**src/rtl/cnn_pkg.sv**
```systemverilog
// Shared CNN datapath types: kernel geometry, pixel/window types and the
// window-generator control states.
package cnn_pkg;

  localparam int KERNEL_SIZE = 3;
  localparam int PE_ARR_SIZE = KERNEL_SIZE * KERNEL_SIZE;
  localparam int INPUT_WIDTH = 8;

  typedef logic signed [INPUT_WIDTH-1:0] pixel_t;
  typedef pixel_t window_t [PE_ARR_SIZE];

  typedef enum logic [1:0] {IDLE, RUN, DONE} state_t;

endpackage

```
**src/rtl/ifm_window_gen_if.sv**
```systemverilog
// Pixel-in / window-out bundle between the pixel source, the window
// generator and the PE array.
interface ifm_window_gen_if #(
  parameter int INPUT_WIDTH = 8
);

  logic                          start;
  logic                          pix_valid;
  logic signed [INPUT_WIDTH-1:0] pix_data;
  logic                          pix_ready;
  logic                          win_valid;
  logic signed [INPUT_WIDTH-1:0] ifm_window [cnn_pkg::PE_ARR_SIZE];
  logic                          busy;
  logic                          frame_done;

  modport master (
    output start, pix_valid, pix_data,
    input  pix_ready, win_valid, ifm_window, busy, frame_done
  );

  modport slave (
    input  start, pix_valid, pix_data,
    output pix_ready, win_valid, ifm_window, busy, frame_done
  );

endinterface

```
**src/rtl/ifm_window_gen_line_buffer.sv**
```systemverilog
// One image row of pixels, addressed by column. Read is combinational so the
// old value at a column is seen in the same cycle it is overwritten.
module line_buffer #(
  parameter int INPUT_WIDTH = 8,
  parameter int IMG_W       = 32,
  localparam int AW         = (IMG_W > 1) ? $clog2(IMG_W) : 1
) (
  input  logic                          clk,
  input  logic                          wr_en,
  input  logic [AW-1:0]                 addr,
  input  logic signed [INPUT_WIDTH-1:0] din,
  output logic signed [INPUT_WIDTH-1:0] dout
);

  logic signed [INPUT_WIDTH-1:0] mem [IMG_W];

  assign dout = mem[addr];

  always_ff @(posedge clk) begin
    if (wr_en) mem[addr] <= din;
  end

endmodule

```
**src/rtl/ifm_window_gen.sv**
```systemverilog
// Streaming 3x3 valid-convolution window generator feeding the 9-lane PE array.
// Two line buffers hold rows r-1/r-2; a 3x3 shift register assembles the window.
module ifm_window_gen #(
  parameter int INPUT_WIDTH = 8,
  parameter int IMG_W       = 32,
  parameter int IMG_H       = 32
) (
  input logic            clk,
  input logic            rst_n,
  ifm_window_gen_if.slave bus
);

  import cnn_pkg::*;

  localparam int CW = (IMG_W > 1) ? $clog2(IMG_W) : 1;
  localparam int RW = (IMG_H > 1) ? $clog2(IMG_H) : 1;

  state_t                        state_p0, state_nx;
  logic [CW-1:0]                 col_p0;
  logic [RW-1:0]                 row_p0;
  logic                          xfer, last_col, last_pix, win_hit;
  logic signed [INPUT_WIDTH-1:0] lb0_q, lb1_q;
  logic signed [INPUT_WIDTH-1:0] sr_p0 [PE_ARR_SIZE];
  logic signed [INPUT_WIDTH-1:0] sr_nx [PE_ARR_SIZE];

  assign xfer     = bus.pix_valid && bus.pix_ready;
  assign last_col = (col_p0 == CW'(IMG_W - 1));
  assign last_pix = last_col && (row_p0 == RW'(IMG_H - 1));
  assign win_hit  = xfer && (row_p0 >= RW'(2)) && (col_p0 >= CW'(2));

  always_ff @(posedge clk or negedge rst_n) begin
    if (!rst_n) state_p0 <= IDLE;
    else        state_p0 <= state_nx;
  end

  always_comb begin
    state_nx       = state_p0;
    bus.pix_ready  = 1'b0;
    bus.busy       = 1'b0;
    bus.frame_done = 1'b0;
    case (state_p0)
      IDLE: if (bus.start) state_nx = RUN;
      RUN: begin
        bus.pix_ready = 1'b1;
        bus.busy      = 1'b1;
        if (xfer && last_pix) state_nx = DONE;
      end
      DONE: begin
        bus.busy       = 1'b1;
        bus.frame_done = 1'b1;
        state_nx       = IDLE;
      end
      default: state_nx = IDLE;
    endcase
  end

  always_ff @(posedge clk or negedge rst_n) begin
    if (!rst_n) begin
      col_p0 <= '0;
      row_p0 <= '0;
    end else if (state_p0 == IDLE && bus.start) begin
      col_p0 <= '0;
      row_p0 <= '0;
    end else if (xfer) begin
      if (last_col) begin
        col_p0 <= '0;
        row_p0 <= (row_p0 == RW'(IMG_H - 1)) ? '0 : row_p0 + RW'(1);
      end else begin
        col_p0 <= col_p0 + CW'(1);
      end
    end
  end

  // Stage p0: line buffers shift the column vertically (lb1 -> lb0, pix -> lb1)
  line_buffer #(.INPUT_WIDTH(INPUT_WIDTH), .IMG_W(IMG_W)) u_lb1 (
    .clk(clk), .wr_en(xfer), .addr(col_p0), .din(bus.pix_data), .dout(lb1_q)
  );

  line_buffer #(.INPUT_WIDTH(INPUT_WIDTH), .IMG_W(IMG_W)) u_lb0 (
    .clk(clk), .wr_en(xfer), .addr(col_p0), .din(lb1_q), .dout(lb0_q)
  );

  always_comb begin
    for (int ky = 0; ky < KERNEL_SIZE; ky++) begin
      sr_nx[3*ky]     = sr_p0[3*ky + 1];
      sr_nx[3*ky + 1] = sr_p0[3*ky + 2];
    end
    sr_nx[2] = lb0_q;
    sr_nx[5] = lb1_q;
    sr_nx[8] = bus.pix_data;
  end

  always_ff @(posedge clk) begin
    if (xfer) sr_p0 <= sr_nx;
  end

  // Stage p1: registered window; holds between strobes so the PE array sees a stable load
  always_ff @(posedge clk or negedge rst_n) begin
    if (!rst_n) begin
      bus.win_valid <= 1'b0;
      for (int i = 0; i < PE_ARR_SIZE; i++) bus.ifm_window[i] <= '0;
    end else begin
      bus.win_valid <= win_hit;
      if (win_hit) begin
        for (int i = 0; i < PE_ARR_SIZE; i++) bus.ifm_window[i] <= sr_nx[i];
      end
    end
  end

endmodule

```
**src/flat_wrapper.sv**
```systemverilog
// flat-port wrapper written by rule: the top's interface ports become plain ports
module ifm_window_gen_flat import cnn_pkg::*;
#(
  parameter int INPUT_WIDTH = 8,
  parameter int IMG_W       = 32,
  parameter int IMG_H       = 32
)
  (clk, rst_n, bus_start, bus_pix_valid, bus_pix_data, bus_pix_ready, bus_win_valid, bus_ifm_window, bus_busy, bus_frame_done);
  ifm_window_gen_if #(.INPUT_WIDTH(INPUT_WIDTH)) bus_i ();
  input logic clk;
  input logic rst_n;
  input wire logic [$bits(bus_i.start)-1:0] bus_start;
  input wire logic [$bits(bus_i.pix_valid)-1:0] bus_pix_valid;
  input wire logic [$bits(bus_i.pix_data)-1:0] bus_pix_data;
  output wire logic [$bits(bus_i.pix_ready)-1:0] bus_pix_ready;
  output wire logic [$bits(bus_i.win_valid)-1:0] bus_win_valid;
  output wire logic [$bits(bus_i.ifm_window)-1:0] bus_ifm_window;
  output wire logic [$bits(bus_i.busy)-1:0] bus_busy;
  output wire logic [$bits(bus_i.frame_done)-1:0] bus_frame_done;
  assign bus_i.start = bus_start;
  assign bus_i.pix_valid = bus_pix_valid;
  assign bus_i.pix_data = bus_pix_data;
  assign bus_pix_ready = bus_i.pix_ready;
  assign bus_win_valid = bus_i.win_valid;
  assign bus_ifm_window = {>>{bus_i.ifm_window}};
  assign bus_busy = bus_i.busy;
  assign bus_frame_done = bus_i.frame_done;
  ifm_window_gen #(.INPUT_WIDTH(INPUT_WIDTH), .IMG_W(IMG_W), .IMG_H(IMG_H)) u_core (.clk(clk), .rst_n(rst_n), .bus(bus_i));
endmodule
```
**config.mk**
```make
export PLATFORM = sky130hd
export DESIGN_NAME = ifm_window_gen_flat
export DESIGN_NICKNAME = d
export VERILOG_FILES = /design/src/rtl/cnn_pkg.sv /design/src/rtl/ifm_window_gen_if.sv /design/src/rtl/ifm_window_gen_line_buffer.sv /design/src/rtl/ifm_window_gen.sv /design/src/flat_wrapper.sv
export SDC_FILE = /design/constraint.sdc
export NUM_CORES = 1
export LEC_CHECK = 0
export CORE_MARGIN = 1.5
export CORE_UTILIZATION = 50
export DETAILED_ROUTE_END_ITERATION = 10
export PLACE_DENSITY = 0.79
export SLEW_MARGIN = 10
export SYNTH_ARGS = -nofsm -noshare
export SYNTH_HDL_FRONTEND = slang
export SYNTH_SLANG_ARGS = --single-unit
```
**constraint.sdc**
```tcl
create_clock -name clk -period 4.7 [get_ports clk]
set_clock_uncertainty 0.2 [all_clocks]
set_input_delay 0.94 -clock clk [delete_from_list [all_inputs] [get_ports clk]]
set_output_delay 0.94 -clock clk [all_outputs]
set_load 0.05 [all_outputs]
```
# After elaboration in Yosys (flattened, before gate mapping)
# Memories as Yosys holds them, arrays and structs flattened.
# Cells that the tools add are included.
dict set report op_classes {
  n_mux 15
  n_div 0
  n_reduce_logical 12
  bitwise_logic 0
  n_lt_le_gt_ge 2
  n_eq_ne 6
  n_addsub 2
  multipliers 0
  shift 0
}
# op n
set op_table {}
lappend op_table {{$mux W5} 7}
lappend op_table {{$add A5 B1 Y5 const B} 2}
lappend op_table {{$eq A5 B5 Y1 const B} 2}
lappend op_table {{$ge A5 B2 Y1 const B} 2}
lappend op_table {{$logic_and A1 B1 Y1} 6}
lappend op_table {{$mux W1} 5}
lappend op_table {{$mux W2} 2}
lappend op_table {{$pmux W2 S2} 1}
lappend op_table {{$reduce_and A2 Y1} 2}
lappend op_table {{$reduce_bool A2 Y1} 2}
lappend op_table {{$eq A2 B1 Y1 const B} 1}
lappend op_table {{$eq A2 B2 Y1 const B} 1}
lappend op_table {{$logic_not A2 Y1} 1}
lappend op_table {{$ne A2 B1 Y1 const B} 1}
lappend op_table {{$ne A2 B2 Y1 const B} 1}
lappend op_table {{$reduce_or A2 Y1} 1}
dict set report totals {
  word_cells 58
  reg_bits 133
  output_inout_bits 76
  latch_bits 0
  inputBits 12
  mem_count 2
  ram_bits 512
  mem_bits_ro 0
}
# memory depth width rd rd_clocked_by_memory_dff wr line_no
set mem_list {}
lappend mem_list {u_core.u_lb0.mem 32 8 1 0 1 ifm_window_gen_line_buffer.sv:15} ;# logic signed [INPUT_WIDTH-1:0] mem [IMG_W];
lappend mem_list {u_core.u_lb1.mem 32 8 1 0 1 ifm_window_gen_line_buffer.sv:15}

# Depth between registers and ports, before layout
# Gate-level depths: netlist of run 1.
dict set report logic_depth {
  word_depth 6
  mapped_depth 9
}

# By module
# A second synthesis of run 1 with hierarchy kept.
dict set report hier_totals {
  cells_unflattened 1767
  area_unflattened_um2 26663.1
}
# module area_per_inst_um2 seq_area_each_um2 instances cells_each
set by_module_without_submodules {}
lappend by_module_without_submodules {line_buffer 10045.9 7687.4 2 568}
lappend by_module_without_submodules {ifm_window_gen 6571.3 3568.4 1 631}

# Worst setup path before layout of run 1
# OpenSTA, ideal clock, no wires.
dict set report synth_timing {
  kind {flip-flop to flip-flop}
  startpoint {reg u_core.state_p0[1]}
  endpoint {mem u_core.u_lb0.mem[15][0] (enable)}
  slack_ps 1033
  stages_incl_launch_ff 7
  setup_ps 388
  t_arrival_ps 3079
  n_path_buf 0
  cell_sequence {dfrtp_1 -> inv_1 -> ha_1 -> nand2_1 -> inv_2 -> nand2_1 -> nor2_1}
}
dict set report synth_between {
  elab_chain_cells 5
}
# item line_no
set synth_lines {}
lappend synth_lines {{start, declared} ifm_window_gen.sv:18} ;# state_t state_p0, state_nx;
lappend synth_lines {{start signal, assigned} ifm_window_gen.sv:33} ;# else state_p0 <= state_nx;
lappend synth_lines {{$eq A2 B1 Y1} ifm_window_gen.sv:41} ;# case (state_p0)
lappend synth_lines {{$mux W1} ifm_window_gen.sv:41}
lappend synth_lines {{net bus_pix_ready} flat_wrapper.sv:15} ;# output wire logic [$bits(bus_i.pix_ready)-1:0] bus_pix_ready;
lappend synth_lines {{$logic_and A1 B1 Y1} ifm_window_gen.sv:26} ;# assign xfer = bus.pix_valid && bus.pix_ready;
lappend synth_lines {{net u_core.u_lb0.wr_en} ifm_window_gen_line_buffer.sv:9} ;# input logic wr_en,
lappend synth_lines {{$mux W1} ifm_window_gen_line_buffer.sv:20} ;# if (wr_en) mem[addr] <= din;
lappend synth_lines {{$mux W1 (not written as such)} ifm_window_gen_line_buffer.sv:20}
lappend synth_lines {{end, declared} ifm_window_gen_line_buffer.sv:15}
# The timed path passes the listed nets, and every way through them passes these cells.

# Final worst setup path of run 1
dict set report layout_timing {
  startpoint {reg u_core.col_p0[2]}
  endpoint {reg u_core.bus.ifm_window[29]}
}
dict set report layout_between {
  elab_cells_between_ends 3
}
# item line_no
set layout_rtl {}
lappend layout_rtl {{start, declared} ifm_window_gen.sv:19} ;# logic [CW-1:0] col_p0;
lappend layout_rtl {{start signal, assigned} ifm_window_gen.sv:69} ;# col_p0 <= col_p0 + CW'(1);
lappend layout_rtl {{$mem_v2 Z32 W8} --}
lappend layout_rtl {{net u_core.lb1_q[5]} ifm_window_gen.sv:22} ;# logic signed [INPUT_WIDTH-1:0] lb0_q, lb1_q;
lappend layout_rtl {{end, declared} ifm_window_gen_if.sv:23} ;# output pix_ready, win_valid, ifm_window, busy, frame_done
# The timed path passes the listed nets, and every way through them passes these cells.
# A chain may end at the register's enable or synchronous reset.

==> results.cfg, run 1 <==
[floorplanning]
io-pin-count = 88
dieHeight_um = 226
core_area_um2 = 49100
fp.dieW_um = 226
start_util_pct = 50.8
dieArea_um2 = 51100
rows = 81

[clock_tree]
htree_levels = 2
numClockSinks = 645
cts_setup_buffers = 0
clkTransAtPathRegs_ns = 0.07
cts_tree = done
post_cts_resized = 0
insertion_delay_ns = 0.62
numCtsBuffers = 59
postCtsHoldBufs = 0
cts-root-buf = clkbuf_16
clock_path_buffers = 3

[timing]
finalSetupViolCount = 0
timing.setup.tns_ns = 0
whs_ns = 0.239
min_period_over_period_pct = 87.7
period_minus_slack_ns = 4.12
worstMarginPinSlew_ns = 1.16
hold_viol_final = 0
rsz0062_at_grt = false
finalMaxSlewViolations = 0
max_slew_margin_pct = 21.7
fmax_mhz = 243

[drt]
antenna_left = 0
wl_per_cell_um = 24.3
wl_um = 54100
vias_per_cell = 5.88
first_iter_violations = 1383
drc = 0
num_vias = 13100
dr.pass1.iters = 5

[yosys]
synthCells = 1354
synth_most_common_cell = edfxtp_1
ys.flop_type = edfxtp_1
synth_seq_cells = 645
async_flop_share_pct = 13.2
synth.top_cells.by_count = edfxtp_1, mux2i_1, o22ai_1, dfrtp_1, mux2_4
synthesis.nets = 1379
ys_types = 37
synth.top_cells.by_area = edfxtp_1, mux2i_1, dfrtp_1
netlist_area_um2 = 24900
synth_edf_count = 560
avgSynthCellArea_um2 = 18.4
yosysTopAreaCell = edfxtp_1
synth.top_cell.area_share_pct = 67.5
seq_area_frac_synth_pct = 76.1
yosysWarnings = 0

[status]
status = complete, no violations

[critical_path]
crit_path_end_kind = register
crit_buf_inv = 1
critPathArrivalTime_ns = 4.42
cp_slowest_stage_delay_ns = 0.85
setup.worst_path.start_class = register
critPathKind = reg2reg
path_cells = nand4bb_1 -> buf_4 -> o22ai_1 -> nor4_1 -> nand2_1 -> mux2_4
crit_family = simple AND/OR/NAND/NOR gates
required_ns = 5.00
cp_slowest_cell = dfrtp_1
cp_max_fo = 34

[pwr]
swShare_pct = 25.8
ir_drop_mv = 0.320
comb_power_share_pct = 15.2
p_sw_w = 0.00355
p_seq_share_pct = 50.4
p_int_w = 0.0102
p_leak_nw = 9.54
power.density_nw_per_um2 = 478
power_frac_clock_pct = 34.4

[global_routing]
grt_first_pass_wirelength_um = 79900
gr-total-overflow = 0
grt_start_max_net_pins = 69
grt_antenna_before_repair = 2
first_global_vias = 13200
track_usage_pct = 21.3

[layout]
drive_above_1_share_pct = 15.9
fin_util_pct = 58.6
syn2layout_area_growth_pct = 15.5
final_net_count = 1532

[placement]
place.gp.congestion = 0.816
portBuffers = 87
dp_hpwl_um = 31400

[job]
maxCapViolCount = 0

[worst_hold_path]
hold_path.class = in2async
stage by stage:
stage / setup WS, ns / total power [W] / cells / area, um2
finish: 0.577 / 0.0138 / 2223 / 28800
global route: 0.475 / 0.0142 / 2222 / 28800
CTS: 0.693 / 0.0138 / 2222 / 28800
detailed placement: 0.725 / 0.00911 / 2110 / 26800
global placement: 0.903 / 0.00903 / 2110 / 26800
floorplan: 1.03 / 0.00838 / 1354 / 24900
cells by family after synthesis:
logic type | after synthesis | synth area share, %
adder cells (fa/ha/maj) | 13 | 0.653
buffers and inverters | 80 | 1.76
multiplexers | 328 | 14.6
flip-flops | 645 | 76.1
AND/OR/NAND/NOR | 140 | 3.20
AO/OA/AOI/OAI | 148 | 3.72
cell usage in the layout, fill, tap and decap left out, types with 16 or more instances in the layout:
cell             count
clkbuf_16           60
clkbuf_1            16
nor4_1              32
nand2_1             30
dfrtp_1             84
o22ai_1            128
nor2_1              38
clkdlybuf4s50_1     86
buf_4               75
mux2i_1            256
mux2_4              69
edfxtp_1           560
layer usage:
layer / part of all wire, % / track usage (%)
met1: 40 / 27.7
met2: 49 / 35.1
met3: 8.1 / 4.31
met4: 3.6 / 8.99
met5: 0.035 / 0
power by group through the flow:
stage               Combinational [W]  Sequential (W)  Clock (W)
floorplan                     0.00141         0.00698          0
global placement              0.00200         0.00704          0
detailed placement            0.00206         0.00705          0
CTS                           0.00207         0.00693    0.00478
global route                  0.00222         0.00695    0.00501
finish                        0.00209         0.00694    0.00473
sequential cells by signal, summed over array words and instances, names as in the netlist:
register               flops
u_core.bus.ifm_window     72
u_core.state_p0            2
u_core.u_lb0.mem         256
u_core.col_p0              5
u_core.row_p0              5
u_core.sr_nx              48
u_core.bus.win_valid       1
u_core.u_lb1.mem         256
area by class of cell:
cell class / count / area [um2]
Fill cell: 3526 / 20300
Sequential cell: 645 / 18900
Multi-Input combinational cell: 629 / 5520
Clock buffer: 77 / 1580
Timing Repair Buffer: 166 / 1520
Tap cell: 664 / 831
Clock inverter: 35 / 340
Inverter: 6 / 22.5
Antenna cell: 1 / 2.50
final timing paths:
kind,startpoint,endpoint,slack [ns],cells after the start
worst max-delay path,u_core.col_p0[2],u_core.bus.ifm_window[29],0.58,6
max in group asynchronous,rst_n,u_core.bus.ifm_window[9],3.30,2
worst max register to register,u_core.col_p0[2],u_core.bus.ifm_window[29],0.58,6
worst min register to register,u_core.sr_nx[10],u_core.sr_nx[18],0.25,0
worst min-delay path,rst_n,u_core.bus.ifm_window[45],0.24,1
min in group clk,u_core.sr_nx[10],u_core.sr_nx[18],0.25,0
No activity file was read; power rests on OpenSTA's default activity.
==> run 2: changes to the inputs <==
--- a/config.mk
+++ b/config.mk
@@ -9,6 +9,7 @@
 export CORE_UTILIZATION = 50
 export DETAILED_ROUTE_END_ITERATION = 10
 export PLACE_DENSITY = 0.79
+export RECOVER_POWER = 50
 export SLEW_MARGIN = 10
 export SYNTH_ARGS = -nofsm -noshare
 export SYNTH_HDL_FRONTEND = slang
==> run 2 against run 1 <==
The flow now finishes with violations (capacitance limit, slew limit); sequential share of layout area grew 0.25 points; first-iteration DRC count rose by 11%; routed wire length about the same; sequential power about the same; die area unchanged; hold slack better by 0.015 ns; global-route usage did not move; count of clock-buffer cells in the layout unchanged; via count shrank 0.99%; critical path depth unchanged; critical endpoint unchanged.
==> results.cfg, run 2 (synthesis gave the netlist of run 1 again) <==
[clock_tree]
clock_path_buffers = 3
numClockSinks = 645
htree_levels = 2
cts_tree = done
post_cts_resized = 0
postCtsHoldBufs = 0
insertion_delay_ns = 0.62
numCtsBuffers = 59
cts_setup_buffers = 0
cts-root-buf = clkbuf_16
clkTransAtPathRegs_ns = 0.06

[layout]
syn2layout_area_growth_pct = 15.1
final_cell_mix = edfxtp_1, mux2i_1, o22ai_1
fin_area_um2 = 28700
n_fill_cell = 3553
multiInputGateArea_um2 = 5520
final_common_cell = edfxtp_1
final_net_count = 1532
register_area_um2 = 18900
reg.largest.list = u_core.u_lb0.mem (256), u_core.u_lb1.mem (256), u_core.bus.ifm_window (72)
drive_above_1_share_pct = 14.0

[critical_path]
critPathKind = reg2reg
setup.worst_path.start_class = register
required_ns = 5.00
crit_path_end_kind = register
cp_max_fo = 34
critPathArrivalTime_ns = 4.38

[drt]
dr.pass1.iters = 6
antenna_left = 0
first_iter_violations = 1542
num_vias = 12900
drc = 0
wl_per_cell_um = 24.3
wl_um = 54100
vias_per_cell = 5.82

[placement]
pre_cts_ws_ns = 0.725
dp_hpwl_um = 31400
placed_cell_area_um2 = 26800
portBuffers = 87
place.gp.congestion = 0.816

[timing]
worstMarginPinSlew_ns = 2.75
rsz0062_at_grt = false
whs_ns = 0.254
hold_viol_final = 0
min_period_over_period_pct = 86.8
fmax_mhz = 245
timing.setup.tns_ns = 0
setup_ws_ns = 0.620
max_slew_margin_pct = -83.5
finalMaxSlewViolations = 398
finalSetupViolCount = 0
period_minus_slack_ns = 4.08

[floorplanning]
rows = 81
core_area_um2 = 49100
dieArea_um2 = 51100
start_util_pct = 50.8
io-pin-count = 88
dieHeight_um = 226
fp.dieW_um = 226

[global_routing]
grt_first_pass_wirelength_um = 79900
track_usage_pct = 21.3
gr-total-overflow = 0
grt_start_max_net_pins = 69
first_global_vias = 13200
grt_antenna_before_repair = 2

[pwr]
ir_drop_mv = 0.322
total_power_w = 0.0137
p_leak_nw = 9.43
power.density_nw_per_um2 = 480

[job]
maxCapViolCount = 10

[status]
violations = capacitance limit, slew limit
status = finished with violations

[worst_hold_path]
hold_path.class = reg2reg
run 2: cell count changes in the layout (fill, tap and decap cells not counted):
cell	previous run	this run
buf_4	75	46
clkbuf_1	16	44
clkbuf_2	0	1
clkdlybuf4s50_1	86	77
dlygate4sd3_1	0	9
inv_1	5	6
inv_2	1	0
run 2: through the flow:
stage          instances  util (%)
2_1_floorplan       1354         -
3_3_place_gp        2110      54.7
3_5_place_dp        2110      54.7
4_1_cts             2222      58.6
5_1_grt             2222      58.4
6_report            2223      58.4
run 2: final timing paths:
kind                                   from                         to  slack (ns)  cells after the start
setup reg to reg           u_core.col_p0[2]  u_core.bus.ifm_window[29]        0.62                      6
hold reg to reg            u_core.sr_nx[10]           u_core.sr_nx[18]        0.25                      0
max in group asynchronous             rst_n   u_core.bus.ifm_window[9]        2.13                      2
setup / recovery           u_core.col_p0[2]  u_core.bus.ifm_window[29]        0.62                      6
hold / removal             u_core.sr_nx[10]           u_core.sr_nx[18]        0.25                      0
min in group asynchronous             rst_n  u_core.bus.ifm_window[45]        0.56                      1
run 2: layer usage:
metal	GRT usage [%]	share of wire, %	vias to the layer above	wire (um)
met4	8.99	3.7	2	2020
met3	4.31	8.6	127	4630
met1	27.7	39	6532	21100
li1	-	-	5682	-
met5	0	0.035	-	19
met2	35.1	49	599	26400
run 2: area by class of cell:
type	instances	share of cell area (%)
Antenna cell	1	0.00873
Timing Repair Buffer	166	4.94
Clock buffer	77	5.50
Clock inverter	35	1.19
Sequential cell	645	66.1
Multi-Input combinational cell	629	19.3
Tap cell	664	2.90
Inverter	6	0.0786
run 2: critical path, stage by stage (launching register included):
cell and delay, ns:
dfrtp_1 0.84, nand4bb_1 0.40, buf_4 0.31, o22ai_1 0.12, nor4_1 0.70, nand2_1 0.84, mux2_4 0.54
run 2: where the power goes:
group	leakage [nW]	switching, W	internal [W]
logic	2.27	0.00139	0.000689
clock network	0.927	0.00202	0.00269
registers	6.23	0.000121	0.00683
==> run 3: changes to the inputs <==
--- a/config.mk
+++ b/config.mk
@@ -5,6 +5,7 @@
 export SDC_FILE = /design/constraint.sdc
 export NUM_CORES = 1
 export LEC_CHECK = 0
+export ABC_CLOCK_PERIOD_IN_PS = 4700
 export CORE_MARGIN = 1.5
 export CORE_UTILIZATION = 50
 export DETAILED_ROUTE_END_ITERATION = 10
==> results of run 3 <==
Same layout as run 2: the final DEF is identical, and so are final timing and power.
